## src/rtl/sprite_scheduler.sv

```systemverilog
// Sprite table plus a once-per-frame walker that issues each active, on-canvas entry to the
// frame-buffer graphics stage with its animation frame resolved from a global step counter.
module sprite_scheduler #(
    parameter int unsigned MAX_SPRITES   = 16,
    parameter int unsigned NUM_FRAMES    = 512,
    parameter int unsigned CANVAS_WIDTH  = 360,
    parameter int unsigned CANVAS_HEIGHT = 720,
    parameter int unsigned ANIM_DIV      = 4,
    localparam int unsigned AW = $clog2(MAX_SPRITES),
    localparam int unsigned XW = $clog2(CANVAS_WIDTH),
    localparam int unsigned YW = $clog2(CANVAS_HEIGHT),
    localparam int unsigned FW = $clog2(NUM_FRAMES)
) (
    input  logic          clk_pixel,
    input  logic          sys_rst,
    input  logic [5:0]    frame_count,
    input  logic          tbl_we,
    input  logic [AW-1:0] tbl_addr,
    input  logic          tbl_active,
    input  logic [XW-1:0] tbl_x,
    input  logic [YW-1:0] tbl_y,
    input  logic [FW-1:0] tbl_base_frame,
    input  logic [1:0]    tbl_anim_log2,
    input  logic          sprite_ready,
    output logic          sprite_valid,
    output logic [XW-1:0] sprite_x,
    output logic [YW-1:0] sprite_y,
    output logic [FW-1:0] sprite_frame_number,
    output logic          walk_done,
    output logic          frame_overrun
);

    localparam int unsigned IW = $clog2(MAX_SPRITES + 1);
    localparam int unsigned DW = (ANIM_DIV > 1) ? $clog2(ANIM_DIV) : 1;

    localparam logic [IW-1:0] IdxEnd  = IW'(MAX_SPRITES);
    localparam logic [XW-1:0] XLimit  = XW'(CANVAS_WIDTH);
    localparam logic [YW-1:0] YLimit  = YW'(CANVAS_HEIGHT);
    localparam logic [FW:0]   NumF    = (FW + 1)'(NUM_FRAMES);
    localparam logic [DW-1:0] DivLast = DW'(ANIM_DIV - 1);

    typedef enum logic [2:0] {StIdle, StScan, StWaitRdy, StAck, StBusy} state_e;

    state_e        state_q, state_d;
    logic [5:0]    prev_frame_q;
    logic [IW-1:0] idx_q, idx_d;
    logic          walk_done_q, walk_done_d;
    logic          restart_q, restart_d;
    logic          overrun_q;
    logic [7:0]    anim_step_q, anim_step_d;
    logic [DW-1:0] div_cnt_q, div_cnt_d;
    logic [XW-1:0] out_x_q;
    logic [YW-1:0] out_y_q;
    logic [FW-1:0] out_frame_q;

    logic          ent_active_q [MAX_SPRITES];
    logic [XW-1:0] ent_x_q      [MAX_SPRITES];
    logic [YW-1:0] ent_y_q      [MAX_SPRITES];
    logic [FW-1:0] ent_base_q   [MAX_SPRITES];
    logic [1:0]    ent_log2_q   [MAX_SPRITES];

    logic          new_frame;
    logic [AW-1:0] cur_idx;
    logic          cur_usable;
    logic [2:0]    step_mask;
    logic [FW:0]   frame_sum;
    logic [FW-1:0] cur_frame;
    logic          issue;

    assign new_frame = (frame_count != prev_frame_q);
    assign cur_idx   = idx_q[AW-1:0];

    always_ff @(posedge clk_pixel or posedge sys_rst) begin
        if (sys_rst) begin
            for (int i = 0; i < int'(MAX_SPRITES); i++) begin
                ent_active_q[i] <= 1'b0;
                ent_x_q[i]      <= '0;
                ent_y_q[i]      <= '0;
                ent_base_q[i]   <= '0;
                ent_log2_q[i]   <= '0;
            end
        end else if (tbl_we) begin
            ent_active_q[tbl_addr] <= tbl_active;
            ent_x_q[tbl_addr]      <= tbl_x;
            ent_y_q[tbl_addr]      <= tbl_y;
            ent_base_q[tbl_addr]   <= tbl_base_frame;
            ent_log2_q[tbl_addr]   <= tbl_anim_log2;
        end
    end

    assign cur_usable = ent_active_q[cur_idx] && (ent_x_q[cur_idx] < XLimit) &&
                        (ent_y_q[cur_idx] < YLimit);

    always_comb begin
        step_mask = 3'b000;
        unique case (ent_log2_q[cur_idx])
            2'd0: step_mask = 3'b000;
            2'd1: step_mask = 3'b001;
            2'd2: step_mask = 3'b011;
            2'd3: step_mask = 3'b111;
            default: step_mask = 3'b000;
        endcase
    end

    assign frame_sum = {1'b0, ent_base_q[cur_idx]} +
                       {{(FW - 2){1'b0}}, anim_step_q[2:0] & step_mask};

    always_comb begin
        cur_frame = frame_sum[FW-1:0];
        if (frame_sum >= NumF) begin
            cur_frame = FW'(frame_sum - NumF);
        end
    end

    // A frame change in WAIT_RDY restarts the walk, so it also suppresses the issue.
    assign issue = (state_q == StWaitRdy) && sprite_ready && !new_frame;

    assign sprite_valid        = issue;
    assign sprite_x            = issue ? ent_x_q[cur_idx] : out_x_q;
    assign sprite_y            = issue ? ent_y_q[cur_idx] : out_y_q;
    assign sprite_frame_number = issue ? cur_frame : out_frame_q;
    assign walk_done           = walk_done_q;
    assign frame_overrun       = overrun_q;

    always_comb begin
        state_d     = state_q;
        idx_d       = idx_q;
        walk_done_d = walk_done_q;
        restart_d   = restart_q;
        anim_step_d = anim_step_q;
        div_cnt_d   = div_cnt_q;

        if (new_frame) begin
            walk_done_d = 1'b0;
            if (div_cnt_q == DivLast) begin
                div_cnt_d   = '0;
                anim_step_d = anim_step_q + 8'd1;
            end else begin
                div_cnt_d = div_cnt_q + DW'(1);
            end
        end

        unique case (state_q)
            StIdle: begin
                if (new_frame) begin
                    state_d = StScan;
                    idx_d   = '0;
                end
            end
            StScan: begin
                if (new_frame) begin
                    idx_d = '0;
                end else if (idx_q == IdxEnd) begin
                    state_d     = StIdle;
                    walk_done_d = 1'b1;
                end else if (!cur_usable) begin
                    idx_d = idx_q + IW'(1);
                end else begin
                    state_d = StWaitRdy;
                end
            end
            StWaitRdy: begin
                if (new_frame) begin
                    state_d = StScan;
                    idx_d   = '0;
                end else if (sprite_ready) begin
                    state_d = StAck;
                end
            end
            StAck: begin
                if (new_frame) begin
                    restart_d = 1'b1;
                end
                state_d = StBusy;
            end
            StBusy: begin
                // The graphics stage must finish before a restarted walk may issue anything.
                if (sprite_ready) begin
                    state_d   = StScan;
                    idx_d     = (restart_q || new_frame) ? '0 : idx_q + IW'(1);
                    restart_d = 1'b0;
                end else if (new_frame) begin
                    restart_d = 1'b1;
                end
            end
            default: state_d = StIdle;
        endcase
    end

    always_ff @(posedge clk_pixel or posedge sys_rst) begin
        if (sys_rst) begin
            state_q      <= StIdle;
            prev_frame_q <= '0;
            idx_q        <= '0;
            walk_done_q  <= 1'b1;
            restart_q    <= 1'b0;
            overrun_q    <= 1'b0;
            anim_step_q  <= '0;
            div_cnt_q    <= '0;
            out_x_q      <= '0;
            out_y_q      <= '0;
            out_frame_q  <= '0;
        end else begin
            state_q      <= state_d;
            prev_frame_q <= frame_count;
            idx_q        <= idx_d;
            walk_done_q  <= walk_done_d;
            restart_q    <= restart_d;
            overrun_q    <= new_frame && (state_q != StIdle);
            anim_step_q  <= anim_step_d;
            div_cnt_q    <= div_cnt_d;
            if (issue) begin
                out_x_q     <= ent_x_q[cur_idx];
                out_y_q     <= ent_y_q[cur_idx];
                out_frame_q <= cur_frame;
            end
        end
    end

endmodule

```

## config.mk

```make
export PLATFORM = sky130hd
export DESIGN_NAME = sprite_scheduler
export DESIGN_NICKNAME = d
export VERILOG_FILES = /design/src/rtl/sprite_scheduler.sv
export SDC_FILE = /design/constraint.sdc
export NUM_CORES = 1
export LEC_CHECK = 0
export CAP_MARGIN = 10
export CORE_MARGIN = 2
export CORE_UTILIZATION = 50
export CTS_BUF_LIST = sky130_fd_sc_hd__clkbuf_8
export CTS_CLUSTER_DIAMETER = 120
export DETAILED_ROUTE_END_ITERATION = 6
export PLACE_DENSITY = 0.67
export SYNTH_ARGS = -nofsm -noshare
export SYNTH_HDL_FRONTEND = slang
export SYNTH_SLANG_ARGS = --single-unit
```

## constraint.sdc

```tcl
create_clock -name clk_pixel -period 35.3 [get_ports clk_pixel]
set_clock_uncertainty 0.15 [all_clocks]
set_input_delay 3.53 -clock clk_pixel [delete_from_list [all_inputs] [get_ports clk_pixel]]
set_output_delay 3.53 -clock clk_pixel [all_outputs]
set_load 0.03 [all_outputs]
```

Yosys cells after proc, flatten, opt, wreduce, memory -nomap -nowiden
Cells that the tools add are included.
{"block": "classes", "n_addsub": 5, "n_reduce_logical": 17, "muxes": 56, "order_cmp": 6, "bitwise_logic": 3, "n_eq_ne": 18}
{"operator": "144-bit bitwise mux", "n": 2}
{"operator": "160-bit bitwise mux", "n": 1}
{"operator": "9-bit binary-select mux with 4-bit select", "n": 2}
{"operator": "9-bit 2-to-1 mux", "n": 8}
{"operator": "10-bit binary-select mux with 4-bit select", "n": 1}
{"operator": "10-bit demux with 4-bit select", "n": 1}
{"operator": "10-bit 2-to-1 mux", "n": 4}
{"operator": "9-bit demux with 4-bit select", "n": 1}
{"operator": "32-bit bitwise mux", "n": 1}
{"operator": "5-bit 2-to-1 mux", "n": 6}
{"operator": "3-bit 2-to-1 mux", "n": 7}
{"operator": "16-bit bitwise mux", "n": 1}
{"operator": "3-bit case mux with 5 select lines", "n": 1}
{"operator": "5-bit case mux with 3 select lines", "n": 1}
{"operator": "3-bit inequality test, second input constant", "n": 4}
{"operator": "3-bit case mux with 4 select lines", "n": 1}
{"operator": "9-bit by 3-bit adder with 10-bit output", "n": 1}
{"operator": "10-bit greater-or-equal comparator, second input constant", "n": 1}
{"operator": "5-bit greater-or-equal comparator, second input constant", "n": 2}
{"operator": "10-bit less-than comparator, second input constant", "n": 1}
{"operator": "4-bit inverter with 5-bit output", "n": 2}
{"operator": "5-bit AND reduction", "n": 2}
{"operator": "9-bit less-than comparator, second input constant", "n": 1}
{"operator": "1-bit 2-to-1 mux", "n": 9}
{"operator": "30 further kinds", "n": 44}
{"block": "word_totals", "ff_bits": 551, "wordCells": 196, "in_bits": 45, "out_inout_bits": 31}

Longest topological paths before layout
{"block": "depth", "ltp_word": 11, "mapped_depth": 17, "mapped_depth_nobuf": 11}

Worst setup path after synthesis
No wires, ideal clock.
{"block": "synth_timing", "path_kind": "input-to-output", "startpoint": "in frame_count[4]", "endpoint": "out sprite_y[7]", "stages": 10, "n_path_buf": 3, "slack_ps": 25523, "arrival_ps": 6097, "cell_sequence": "xnor2_1 nand4_1 or2_2 clkbuf_1 or4_1 clkbuf_1 clkbuf_1 inv_1 nor2_1 a31oi_1"}
{"block": "synth_via", "elab_chain_len": 4}
{"item": "start: declaration", "line_no": "16", "source": "input logic [5:0] frame_count,"}
{"item": "6-bit inequality test", "line_no": "70", "source": "assign new_frame = (frame_count != prev_frame_q);"}
{"item": "1-bit zero test", "line_no": "116", "source": "assign issue = (state_q == StWaitRdy) && sprite_ready && !new_frame;"}
{"item": "1-bit logical AND", "line_no": "116"}
{"item": "via sprite_valid", "line_no": "25", "source": "output logic sprite_valid,"}
{"item": "10-bit 2-to-1 mux", "line_no": "120", "source": "assign sprite_y = issue ? ent_y_q[cur_idx] : out_y_q;"}
{"item": "end: declaration", "line_no": "27", "source": "output logic [YW-1:0] sprite_y,"}
The timed path passes the listed nets, and every way through them passes these cells.

Worst setup path after layout
{"block": "layout_timing", "startpoint": "in frame_count[4]", "endpoint": "out sprite_y[7]"}
{"block": "layout_via", "elab_chain_len": 4}
{"item": "6-bit inequality test", "line_no": "70"}
{"item": "1-bit zero test", "line_no": "116"}
{"item": "1-bit logical AND", "line_no": "116"}
{"item": "10-bit 2-to-1 mux", "line_no": "120"}
No other way between the ends.

==> run_results.csv <==
group,metric,value,unit
place,place_congestion,0.7566,
global_routing,grt_max_degree,172,
place,placed_area,25970,sq um
timing,fmax,92.71,MHz
clocking,hold_buffers,0,
die,coreArea,48750,sq um
power,pwr-share-seq,0.505,
die,die_h,225.9,um
place,numPortBuffers,75,
power,powerDensity,58.82,nW/um^2
synth,synthTopCellsByArea,"dfrtp_1, mux2_2, mux4_2",
timing,fin_setup_tns,0,ps
routing,dr.pass1.iters,5,
clocking,h-tree-depth,3,
routing,dr.first_iter.drc_count,894,
setup_path,start_kind,"input port",
synth,yosysWarnings,0,
synth,synth_edf_count,0,
global_routing,track_usage,0.2335,
die,boundaryPins,76,
clocking,post_cts_buffers,0,
synth,synth_compound_area_frac,0.01810,
routing,route.detailed.drc,0,
synth,yosysTopAreaCell,"dfrtp_1",
synth,synth_cell_types,53,
setup_path,worstPathMaxFanout,38,
die,initial_core_util,0.5049,
timing,rsz0062_at_grt,"false",
power,switching_power,0.4085,mW
power,vdd_drop_max,0.02844,mV
routing,via_per_inst,5.829,
setup_path,worstRegToRegCells,13,
setup_path,reg2reg_to,"out_frame_q[8]",
synth,ys_seq_elements,546,
setup_path,arrival,7110,ps
global_routing,antenna_found_initial,3,
run,cap_violations,0,
power,clkPwrFrac,0.335,
power,combPwrFrac,0.160,
synth,synth_top_family_by_area,"multiplexers",
finish,fin_util,0.5705,
synth,synth-xor-area-share,0.005338,
power,p_leak,11.76,nW
synth,synth_top_area_frac,0.5541,
timing,slew_violations,0,
global_routing,first_global_vias,14800,
die,die_area,51020,sq um
routing,wire_per_inst,23.94,um
synth,synthCells,1558,
timing,min_period,10790,ps
synth,synth_mux_area_frac,0.3705,
setup_path,worst-setup-path-type,"in2out",
setup_path,endpoint_kind,"output port",
routing,drt_wl_total,56670,um
clocking,clkSinkCount,546,
synth,synth-simple-area-share,0.02242,
synth,yosysSeqAreaShare,0.5552,
clocking,clk_pin_slew,50,ps
min_path,hold_path.class,"reg2reg",
routing,antenna_left,0,
setup_path,crit_start,"frame_count[4]",
run_status,status,"completed",
power,power.total,1.636,mW
synth,ys_async_sr_fraction,1.000,
synth,synth_nets,1611,
finish,nNetsFinal,1681,
die,die_w,225.9,um
finish,area_delta_synth_final,12.99,%
power,internal-power,1.227,mW
synth,syn_area_per_cell,15.80,sq um
die,row_count,81,
timing,setup_viol,0,
clocking,cts_tree,"done",
power,swShare,0.2497,
timing,hold_violations,0,
finish,layout-drive-gt1-share,0.4885,
timing,fin_crit_sh,0.3056,
clocking,clock_path_buffers,3,
min_path,holdPathStages,1,
clocking,worstSkewPairLatency,670,ps
setup_path,rr_startpoint,"idx_q[1]",
setup_path,crit_end,"sprite_y[7]",
timing,maxSlewHeadroom,0.2997,
setup_path,rrSetupSlack,30280,ps
global_routing,overflow,0,
timing,worst_slew_pin_slew,1045,ps
clocking,cts.repair.resized,0,
clocking,cts_buffers,92,
synth,syn-cell-area,24610,sq um
place,hpwlAfterDp,31660,um
synth,synth_adder_area_share,0.004372,
finish,final_area,27810,sq um
synth,synth_flop_cell,"dfrtp_1",
global_routing,grt_pass1_wl,89030,um
setup_path,required,31620,ps
routing,vias,13800,
clocking,cts-root-buf,"clkbuf_8",
[layout by cell type, fill, tap and decap left out, types with 3 or more instances in the layout]
| master | instances |
|---|---|
| a21oi_1 | 7 |
| clkdlybuf4s50_1 | 75 |
| a21o_1 | 3 |
| nor3_1 | 4 |
| or3_2 | 3 |
| and2_1 | 5 |
| nor2_4 | 6 |
| a221oi_1 | 8 |
| nor2_1 | 17 |
| nand2_2 | 3 |
| xnor2_1 | 9 |
| nand3_1 | 15 |
| nand3b_1 | 3 |
| clkbuf_8 | 115 |
| clkinv_2 | 8 |
| a22oi_1 | 8 |
| mux4_2 | 131 |
| mux2i_1 | 20 |
| a31oi_1 | 3 |
| mux2_2 | 516 |
| mux4_1 | 6 |
| nor2b_1 | 6 |
| o21ai_0 | 14 |
| nor3_2 | 3 |
| nand2_1 | 36 |
| dfrtp_1 | 541 |
| clkinvlp_4 | 3 |
| nand2b_1 | 4 |
| inv_1 | 49 |
| xor2_1 | 6 |
| buf_4 | 26 |
| ha_1 | 7 |
[registers in the layout (all words and copies together), names as in the netlist, 5 cells and up]
signal and count:
ent_x_q 144, ent_y_q 160, prev_frame_q 6, out_y_q 10, ent_active_q 16, out_x_q 9
out_frame_q 9, idx_q 5, ent_log2_q 32, ent_base_q 144
[critical path, cell delays in order]
cell	delay, ps
clkdlybuf4s50_1	490
xnor2_1	120
nand4_1	220
or2_2	430
or4_2	1110
inv_1	240
nor2_1	60
a31oi_1	180
clkdlybuf4s50_1	710
[per-stage QoR]
| stage | hold WS (ps) | worst slack (ps) | cells |
|---|---|---|---|
| 2_1_floorplan | 287.5 | 16360 | 1558 |
| 5_1_grt | 353.6 | 24360 | 2365 |
| 3_5_place_dp | 326.8 | 24500 | 2198 |
| 3_3_place_gp | 307.3 | 24530 | 2198 |
| 6_report | 341.6 | 24510 | 2367 |
| 4_1_cts | 341.0 | 24490 | 2365 |
[how the worst min path moves through the flow]
stage | start | slack, ps | end
final | out_x_q[3] | 340 | out_x_q[3]
after global routing | div_cnt_q[1] | 350 | div_cnt_q[1]
after CTS | div_cnt_q[1] | 340 | div_cnt_q[1]
after detailed placement | div_cnt_q[1] | 330 | div_cnt_q[1]
after global placement | div_cnt_q[1] | 310 | div_cnt_q[1]
after floorplan | anim_step_q[2] | 290 | anim_step_q[2]
[kinds of logic after synthesis]
group,after synthesis
mux,673
flops,546
buf+inv,138
simple gates,116
compound gates,62
xor+xnor,15
fa+ha+maj,8
[per-layer routing]
metal | track usage | part of all wire
met1 | 0.3253 | 0.45
met2 | 0.3715 | 0.48
met3 | 0.04580 | 0.044
met4 | 0.07627 | 0.026
met5 | 0 | 0.00069
[area by class of cell]
cell class / count / area [sq um]
multi-input cells: 874 / 10430
clock buffers: 115 / 1583
well taps: 664 / 830.8
clock inverters: 52 / 250.2
inverters: 11 / 48.80
repair buffers: 103 / 985.9
flip-flops and latches: 546 / 13670
fillers: 3861 / 20940
diodes: 2 / 5.005
[cells in the mapped netlist (2+ instances only)]
library cell,n
o21a_1,2
a22oi_1,8
nand4_1,2
nand3_1,16
mux4_2,131
o21ai_0,14
clkbuf_1,81
buf_1,20
mux2_2,516
mux4_1,6
nor2_1,23
a221oi_1,8
or2_2,2
buf_4,2
nor3_1,7
a32o_1,2
o2bb2ai_1,2
a21o_1,3
mux2i_1,20
a31oi_1,3
nand2b_1,5
dfrtp_1,545
xnor2_1,9
inv_1,11
xor2_1,6
nand3b_1,3
a21oi_1,7
or3_1,4
buf_2,18
a211oi_1,2
nand2_1,38
buf_6,6
ha_1,7
and2_1,5
nor2b_1,6
[power groups by stage]
stage                     clock, mW  combinational (mW)  sequential [mW]
after floorplan                   0               0.213            0.816
after global placement            0               0.255            0.829
after detailed placement          0               0.264            0.837
after CTS                     0.565               0.265            0.826
after global routing          0.596               0.285            0.842
final                         0.548               0.261            0.826
No activity file was read; power rests on OpenSTA's default activity.
